--- src/rtl/frame_streamer.sv ---
// Raster-order frame reader: pulls WIDTH x HEIGHT pixels from a synchronous-read memory and
// streams them one per transfer with sof/eol/eof tags, using an output register plus a skid slot.
module frame_streamer #(
   parameter int unsigned DATA_BITS = 8,
   parameter int unsigned WIDTH     = 28,
   parameter int unsigned HEIGHT    = 28,
   parameter int unsigned ADDR_BITS = 10,
   parameter int unsigned ROW_GAP   = 0
) (
   input  logic                 clk,
   input  logic                 rst,
   input  logic                 start,
   input  logic [ADDR_BITS-1:0] base_addr,
   output logic                 mem_rd_en,
   output logic [ADDR_BITS-1:0] mem_addr,
   input  logic [DATA_BITS-1:0] mem_rd_data,
   output logic [DATA_BITS-1:0] data_out,
   output logic                 data_valid,
   input  logic                 data_ready,
   output logic                 sof,
   output logic                 eol,
   output logic                 eof,
   output logic                 busy,
   output logic                 done
);

   localparam int unsigned ColW = $clog2(WIDTH);
   localparam int unsigned RowW = $clog2(HEIGHT);
   localparam int unsigned GapW = $clog2(ROW_GAP + 2);

   localparam logic [ColW-1:0] ColLast = ColW'(WIDTH - 1);
   localparam logic [RowW-1:0] RowLast = RowW'(HEIGHT - 1);
   // Never compared when ROW_GAP is zero, since StGap is then unreachable.
   localparam logic [GapW-1:0] GapLast = GapW'(ROW_GAP - 1);

   typedef enum logic [2:0] {
      StIdle,
      StRun,
      StGap,
      StDrain,
      StDone
   } state_e;

   typedef struct packed {
      logic                 sof;
      logic                 eol;
      logic                 eof;
      logic [DATA_BITS-1:0] data;
   } pix_t;

   state_e               state_q, state_d;
   logic [ADDR_BITS-1:0] addr_q, addr_d;
   logic [RowW-1:0]      row_q, row_d;
   logic [ColW-1:0]      col_q, col_d;
   logic [GapW-1:0]      gap_q, gap_d;

   logic                 rd_pend_q, rd_pend_d;
   logic [2:0]           rd_tag_q, rd_tag_d;
   pix_t                 out_q, out_d;
   logic                 out_vld_q, out_vld_d;
   pix_t                 skid_q, skid_d;
   logic                 skid_vld_q, skid_vld_d;

   logic                 xfer;
   logic [1:0]           occ;
   logic                 credit_ok;
   pix_t                 ret;

   // Occupancy counts the read in flight plus both buffer slots; a read is only issued when
   // the returning pixel is guaranteed a free slot.
   always_comb begin
      xfer      = out_vld_q & data_ready;
      occ       = 2'(rd_pend_q) + 2'(out_vld_q) + 2'(skid_vld_q);
      credit_ok = (occ < 2'd2) || ((occ == 2'd2) && xfer);
   end

   always_comb begin
      state_d   = state_q;
      addr_d    = addr_q;
      row_d     = row_q;
      col_d     = col_q;
      gap_d     = gap_q;
      mem_rd_en = 1'b0;

      unique case (state_q)
         StIdle: begin
            if (start) begin
               state_d = StRun;
               addr_d  = base_addr;
               row_d   = '0;
               col_d   = '0;
            end
         end
         StRun: begin
            if (credit_ok) begin
               mem_rd_en = 1'b1;
               addr_d    = addr_q + ADDR_BITS'(1);
               if (col_q == ColLast) begin
                  col_d = '0;
                  if (row_q == RowLast) begin
                     state_d = StDrain;
                  end else begin
                     row_d = row_q + RowW'(1);
                     if (ROW_GAP != 0) begin
                        state_d = StGap;
                        gap_d   = '0;
                     end
                  end
               end else begin
                  col_d = col_q + ColW'(1);
               end
            end
         end
         StGap: begin
            if (gap_q == GapLast) begin
               state_d = StRun;
            end else begin
               gap_d = gap_q + GapW'(1);
            end
         end
         StDrain: begin
            if (!rd_pend_q && !skid_vld_q && (!out_vld_q || xfer)) begin
               state_d = StDone;
            end
         end
         StDone: begin
            state_d = StIdle;
         end
         default: begin
            state_d = StIdle;
         end
      endcase
   end

   // Tags travel alongside the read so they line up with the returning data.
   always_comb begin
      rd_pend_d = mem_rd_en;
      rd_tag_d  = rd_tag_q;
      if (mem_rd_en) begin
         rd_tag_d = {(row_q == '0) && (col_q == '0),
                     col_q == ColLast,
                     (row_q == RowLast) && (col_q == ColLast)};
      end

      ret.sof  = rd_tag_q[2];
      ret.eol  = rd_tag_q[1];
      ret.eof  = rd_tag_q[0];
      ret.data = mem_rd_data;

      out_d      = out_q;
      out_vld_d  = out_vld_q;
      skid_d     = skid_q;
      skid_vld_d = skid_vld_q;

      if (!out_vld_q || xfer) begin
         if (skid_vld_q) begin
            // Skid drains first so pixel order is preserved.
            out_d      = skid_q;
            out_vld_d  = 1'b1;
            skid_vld_d = rd_pend_q;
            if (rd_pend_q) begin
               skid_d = ret;
            end
         end else begin
            out_vld_d = rd_pend_q;
            if (rd_pend_q) begin
               out_d = ret;
            end
         end
      end else if (rd_pend_q) begin
         skid_d     = ret;
         skid_vld_d = 1'b1;
      end
   end

   always_ff @(posedge clk) begin
      if (rst) begin
         state_q    <= StIdle;
         addr_q     <= '0;
         row_q      <= '0;
         col_q      <= '0;
         gap_q      <= '0;
         rd_pend_q  <= 1'b0;
         rd_tag_q   <= '0;
         out_q      <= '0;
         out_vld_q  <= 1'b0;
         skid_q     <= '0;
         skid_vld_q <= 1'b0;
      end else begin
         state_q    <= state_d;
         addr_q     <= addr_d;
         row_q      <= row_d;
         col_q      <= col_d;
         gap_q      <= gap_d;
         rd_pend_q  <= rd_pend_d;
         rd_tag_q   <= rd_tag_d;
         out_q      <= out_d;
         out_vld_q  <= out_vld_d;
         skid_q     <= skid_d;
         skid_vld_q <= skid_vld_d;
      end
   end

   always_comb begin
      mem_addr   = addr_q;
      data_out   = out_q.data;
      data_valid = out_vld_q;
      sof        = out_vld_q & out_q.sof;
      eol        = out_vld_q & out_q.eol;
      eof        = out_vld_q & out_q.eof;
      busy       = (state_q == StRun) || (state_q == StGap) || (state_q == StDrain);
      done       = (state_q == StDone);
   end

endmodule

--- config.mk ---
export PLATFORM = sky130hd
export DESIGN_NAME = frame_streamer
export DESIGN_NICKNAME = d
export VERILOG_FILES = /design/src/rtl/frame_streamer.sv
export SDC_FILE = /design/constraint.sdc
export NUM_CORES = 1
export LEC_CHECK = 0
export CORE_MARGIN = 10
export CORE_UTILIZATION = 54
export CTS_BUF_LIST = sky130_fd_sc_hd__clkbuf_4
export CTS_CLUSTER_SIZE = 20
export DETAILED_ROUTE_END_ITERATION = 16
export HOLD_SLACK_MARGIN = 0.1
export PLACE_DENSITY = 0.82
export SLEW_MARGIN = 10
export SYNTH_ARGS = -nofsm -noshare
export SYNTH_HDL_FRONTEND = slang
export SYNTH_SLANG_ARGS = --single-unit
export TNS_END_PERCENT = 20
--- constraint.sdc ---
create_clock -name clk -period 3.2 [get_ports clk]
set_input_delay 0.32 -clock clk [delete_from_list [all_inputs] [get_ports clk]]
set_output_delay 0.32 -clock clk [all_outputs]
set_load 0.01 [all_outputs]
* Word level (Yosys, flattened, before mapping)
Cells that the tools add are included.
** Storage, ports and cells
- Output and inout port bits :: 25
- Bits of input ports :: 22
- Bits in registers :: 52
- Logic and storage cells :: 95
** Operators by class
- $lt $le $gt $ge :: 1
- Bitwise logic cells :: 4
- Add/sub/neg operators :: 6
- Mux-type cells :: 30
- Equality and inequality tests :: 15
- Reduce and logical (&&, ||, !) cells :: 22
** Operator list (number)
- $mux 11 :: 5
- $mux 5 :: 6
- $mux 10 :: 2
- $pmux 10 s2 :: 1
- $pmux 5 s2 :: 2
- $mux 3 :: 6
- $ne 2x2->1 const B :: 8
- $pmux 3 s4 :: 1
- $add 10x1->10 const B :: 1
- $add 5x1->5 const B :: 2
- $eq 5x5->1 const B :: 2
- $logic_not 5->1 :: 2
- $mux 1 :: 7
- $eq 3x2->1 const B :: 2
- $reduce_and 6->1 :: 1
- $reduce_bool 2->1 :: 3
- $logic_and 1x1->1 :: 5
- $reduce_and 5->1 :: 1
- $and 1x1->1 :: 4
- $logic_or 1x1->1 :: 4
- $eq 3x1->1 const B :: 1
- $eq 3x3->1 const B :: 1
- $logic_not 1->1 :: 3
- $logic_not 3->1 :: 1
- 7 further kinds :: 7

* Longest topological paths before layout
- Depth in word-level cells :: 7
- Depth in mapped cells :: 10
- Gate-level depth less buffers :: 7

* Worst setup path after synthesis
Ideal clock, no wire load.
- Path type :: register -> register
- Start point :: reg skid_vld_q
- End point :: reg addr_q[5], in the netlist mem_addr[5]
- Period minus slack after synthesis :: 2.793 ns
- Required time :: 3.083 ns
- Arrival :: 2.676 ns
- Setup slack :: 0.407 ns
- Path buffers :: 2
- Setup time :: 0.117 ns
- Cell stages (with the launch flop) :: 9
- Path through :: dfxtp_1 clkbuf_1 buf_1 inv_1 fa_1 a31oi_2 a2111oi_4 o21ai_0 a32o_1
** On the way
- Longest elaborated chain between the ends :: 6
- Elaborated cells between the ends (all ways) :: 7
- Classes of those cells :: add/sub: 1; order compare: 1; eq/ne: 2; reduce/logical: 3
** RTL lines
- from (decl) :: line 62 : logic skid_vld_q, skid_vld_d;
- from (signal assigned) :: line 200 : skid_vld_q <= skid_vld_d;
- $add 2x1->2 (*) :: line 73 : occ = 2'(rd_pend_q) + 2'(out_vld_q) + 2'(skid_vld_q);
- $eq 2x2->1 :: line 74 : credit_ok = (occ < 2'd2) || ((occ == 2'd2) && xfer);
- $logic_and 1x1->1 :: line 74
- $logic_or 1x1->1 (*) :: line 74
- $ne 2x2->1 (no source line) (*)
- $reduce_and 3->1 (no source line) (*)
- to (signal assigned) :: line 191 : addr_q <= addr_d;
- to (decl) :: line 52 : logic [ADDR_BITS-1:0] addr_q, addr_d;
Every way passes the cells marked *; elsewhere a longest branch is shown, timed or not.
A chain may end at the register's enable or synchronous reset.

* Worst setup path after layout
- Start point :: reg out_vld_q, in the netlist data_valid
- End point :: out mem_rd_en
** On the way
- Longest elaborated chain between the ends :: 7
- Elaborated cells between the ends (all ways) :: 9
- Classes of those cells :: add/sub: 2; order compare: 1; eq/ne: 1; mux: 2; bitwise: 1; reduce/logical: 2
** RTL lines
- from (decl) :: line 60 : logic out_vld_q, out_vld_d;
- from (signal assigned) :: line 198 : out_vld_q <= out_vld_d;
- $add 1x1->2 :: line 73
- $add 2x1->2 :: line 73
- $eq 2x2->1 :: line 74
- $logic_and 1x1->1 :: line 74
- $logic_or 1x1->1 (*) :: line 74
- $mux 1 (*) :: line 95 : if (credit_ok) begin
- $mux 1 (*) :: line 85 : unique case (state_q)
- to (decl) :: line 14 : output logic mem_rd_en,
Marked as above.

==> impl_metrics.csv <==
group,metric,value,unit
grt,grt_pass1_wl,9730,um
die,die_x,89.3,um
logic_synthesis,synth_xor_area_frac,0.0236,
power,clockPowerShare,0.219,
grt,grt_max_degree,41,
logic_synthesis,synth_fp_nets,331,
placed_design,pre_cts_slack,0.590,ns
power,p_int,974,uW
sta,slew_violations,0,
setup_path,required,2.88,ns
drt,routedWlPerCell,14.8,um
logic_synthesis,synthCells,301,
drt,vias,2229,
logic_synthesis,synth-simple-area-share,0.219,
placed_design,globalplace.congestion,0.838,
setup_path,path_cells,"inv_1 > fa_1 > a31oi_2 > nor2_2 > clkdlybuf4s50_1",
cts,htree_num_levels,2,
layout,final_util,0.661,
grt,grt_antenna_before_repair,0,
sta,hold_viol,0,
sta,relSlewSlack,0.475,
logic_synthesis,synth_top_family_by_area,"simple AND/OR/NAND/NOR gates",
power,power_switching,469,uW
sta,setup_viol,0,
cts,clockBufferDepth,2,
logic_synthesis,synth.distinct_cells,50,
placed_design,port-buffer-count,46,
logic_synthesis,synth_adder_area_share,0.0414,
drt,routed_wirelength,5800,um
cts,clock_sinks,52,
layout,final_common_cell,"dfxtp_1",
layout,drive_above_1_share,0.0623,
sta,final.setup.tns,0,ns
grt,first_global_vias,2154,
power,p_seq_frac,0.522,
layout,num-nets-final,366,
die,start_util,0.553,
drt,dr.pass1.iters,4,
sta,fin_crit,3.00,ns
die,io_pins,47,
logic_synthesis,synth.avg_cell_area,8.63,um2
die,die_y,89.3,um
power,total_power,1.44,mW
setup_path,worstPathArrival,2.68,ns
logic_synthesis,async_flop_share,0,
setup_path,cp_slowest_stage_delay,0.60,ns
sta,layout_setup_ws,0.203,ns
drt,routed_via_density,5.70,
logic_synthesis,synth_compound_gate_area_share,0.161,
placed_design,place_hpwl,4260,um
sta,rsz0062_at_grt,"no",
layout,antenna_cells,0,
logic_synthesis,ys_ff_latch,52,
cts,numCtsBuffers,5,
layout,layout_common_cells,"dfxtp_1 (52), clkdlybuf4s50_1 (46), nor2_1 (45)",
setup_path,slowest_stage,"fa_1",
cts,ctsHoldBuffers,0,
cts,clockRootBuffer,"clkbuf_4",
cts,clock_latency,0.38,ns
logic_synthesis,synth_edf_count,0,
logic_synthesis,ys_warn_count,0,
logic_synthesis,synthFlopType,"dfxtp_1",
die,design.core.area,4690,um2
power,p_leak,1.21,nW
drt,postRouteAntennaNets,0,
power,pwr-share-comb,0.258,
setup_path,crit_type,"reg2out",
power,power_density,465,nW/um2
drt,drtIter0Drc,82,
logic_synthesis,muxShareOfSynthArea,0.0887,
logic_synthesis,netlist_area,2600,um2
layout,area_growth,19.5,%
cts,cts_setup_buffers,0,
cts,cts_tree,"done",
setup_path,startpoint_type,"flop",
sta,tightest_slew,0.784,ns
drt,drc,0,
die,dieArea,7980,um2
run_status,outcome,"finished clean",
grt,grt_overflow,0,
sta,skew,0.0157,ns
flow_run,maxCapViolations,0,
setup_path,cp-end-kind,"primary output",
cts,cts.clk_slew.worst_paths,0.16,ns
hold_path,hold_class,"reg2reg",
logic_synthesis,ys_seq_area_frac,0.401,
setup_path,critPathMaxFanout,8,
grt,grt_use_total,0.150,
die,num_rows,25,
sta,max_freq,0.334,GHz
power,ir_drop,0.000315,V
sta,period_share,0.936,
power,swShare,0.325,
-- cell families (layout without fill, tap and decap cells) --
logic type | count (synthesis) | in the layout
simple gates | 119 | 119
xor+xnor | 7 | 7
fa+ha+maj | 8 | 8
buf+inv | 34 | 70
flops | 52 | 52
mux | 23 | 23
compound gates | 58 | 58
-- flip-flops by register name, summed over array words and instances, names as in the netlist, 3 cells and up --
| name | count |
|---|---|
| col_q | 5 |
| data_out | 8 |
| mem_addr | 10 |
| out_q | 3 |
| rd_tag_q | 3 |
| row_q | 5 |
| skid_q | 11 |
| state_q | 3 |
-- per-stage QoR --
step	hold slack, ns	instances	cell area, um2
after floorplan	0.441	301	2600
after global placement	0.455	383	3040
after detailed placement	0.472	383	3040
after CTS	0.488	391	3100
after global routing	0.494	391	3100
final	0.490	391	3100
-- critical path: cells and delay by family (launching register included) --
family	cells	cell delay [ns]
compound gates	1	0.21
flops	1	0.50
fa+ha+maj	1	0.60
buf+inv	2	0.73
simple gates	1	0.27
-- cell usage after synthesis (all sizes together) (2+ instances only) --
library cell,instances,share of area
dfxtp,52,0.40
nor2,46,0.067
nand2,29,0.042
mux2i,23,0.089
a21oi,13,0.025
buf,13,0.035
a211oi,11,0.032
clkbuf,11,0.016
o21ai,11,0.021
nand3,10,0.019
inv,9,0.013
ha,7,0.034
nor3,7,0.015
and2,5,0.012
and3,5,0.012
xor2,5,0.017
a31oi,4,0.012
a32o,3,0.012
nand2b,3,0.0072
nand4,3,0.0072
a2111oi,2,0.014
a21o,2,0.0058
a311oi,2,0.0067
and4b,2,0.0077
nor3b,2,0.0077
o31ai,2,0.0058
o32ai,2,0.0067
xnor2,2,0.0067
-- path summary, 6_finish.rpt --
kind | from | cells past startpoint | endpoint | slack (ns)
setup reg to reg | data_valid$_SDFFE_PP0P_ | 7 | mem_addr[4]$_SDFFE_PP0P_ | 0.66
hold / removal | rd_tag_q[0]$_SDFFE_PP0P_ | 2 | rd_tag_q[0]$_SDFFE_PP0P_ | 0.49
setup / recovery | data_valid$_SDFFE_PP0P_ | 5 | mem_rd_en | 0.20
hold reg to reg | rd_tag_q[0]$_SDFFE_PP0P_ | 2 | rd_tag_q[0]$_SDFFE_PP0P_ | 0.49
-- routing by layer --
metal	global-route usage	share of wire	vias to the layer above	wire length, um
met5	0	0	-	0
met1	0.168	0.42	1051	2450
li1	-	-	1131	-
met3	0.0520	0.058	6	336
met4	0.0390	0.011	0	62
met2	0.265	0.51	41	2950
-- layout make-up --
cell class | instances | area (um2)
timing repair buffer | 52 | 505
clock buffer | 5 | 37.5
tap | 54 | 67.6
multi-input combinational | 215 | 1390
sequential | 52 | 1040
clock inverter | 3 | 25.0
fill | 400 | 1590
inverter | 10 | 37.5
-- timing repair --
item	in CTS	in global routing
endpoints found under the setup margin	0	1
gates resized for setup	0	1
endpoints found under the hold margin	0	0
-- power groups by stage --
stage,registers [mW],clock network (mW),logic (mW)
CTS,0.754,0.325,0.377
global placement,0.764,0,0.366
global route,0.763,0.351,0.414
finish,0.753,0.316,0.373
detailed placement,0.768,0,0.375
floorplan,0.758,0,0.239
No activity file was read; power rests on OpenSTA's default activity.
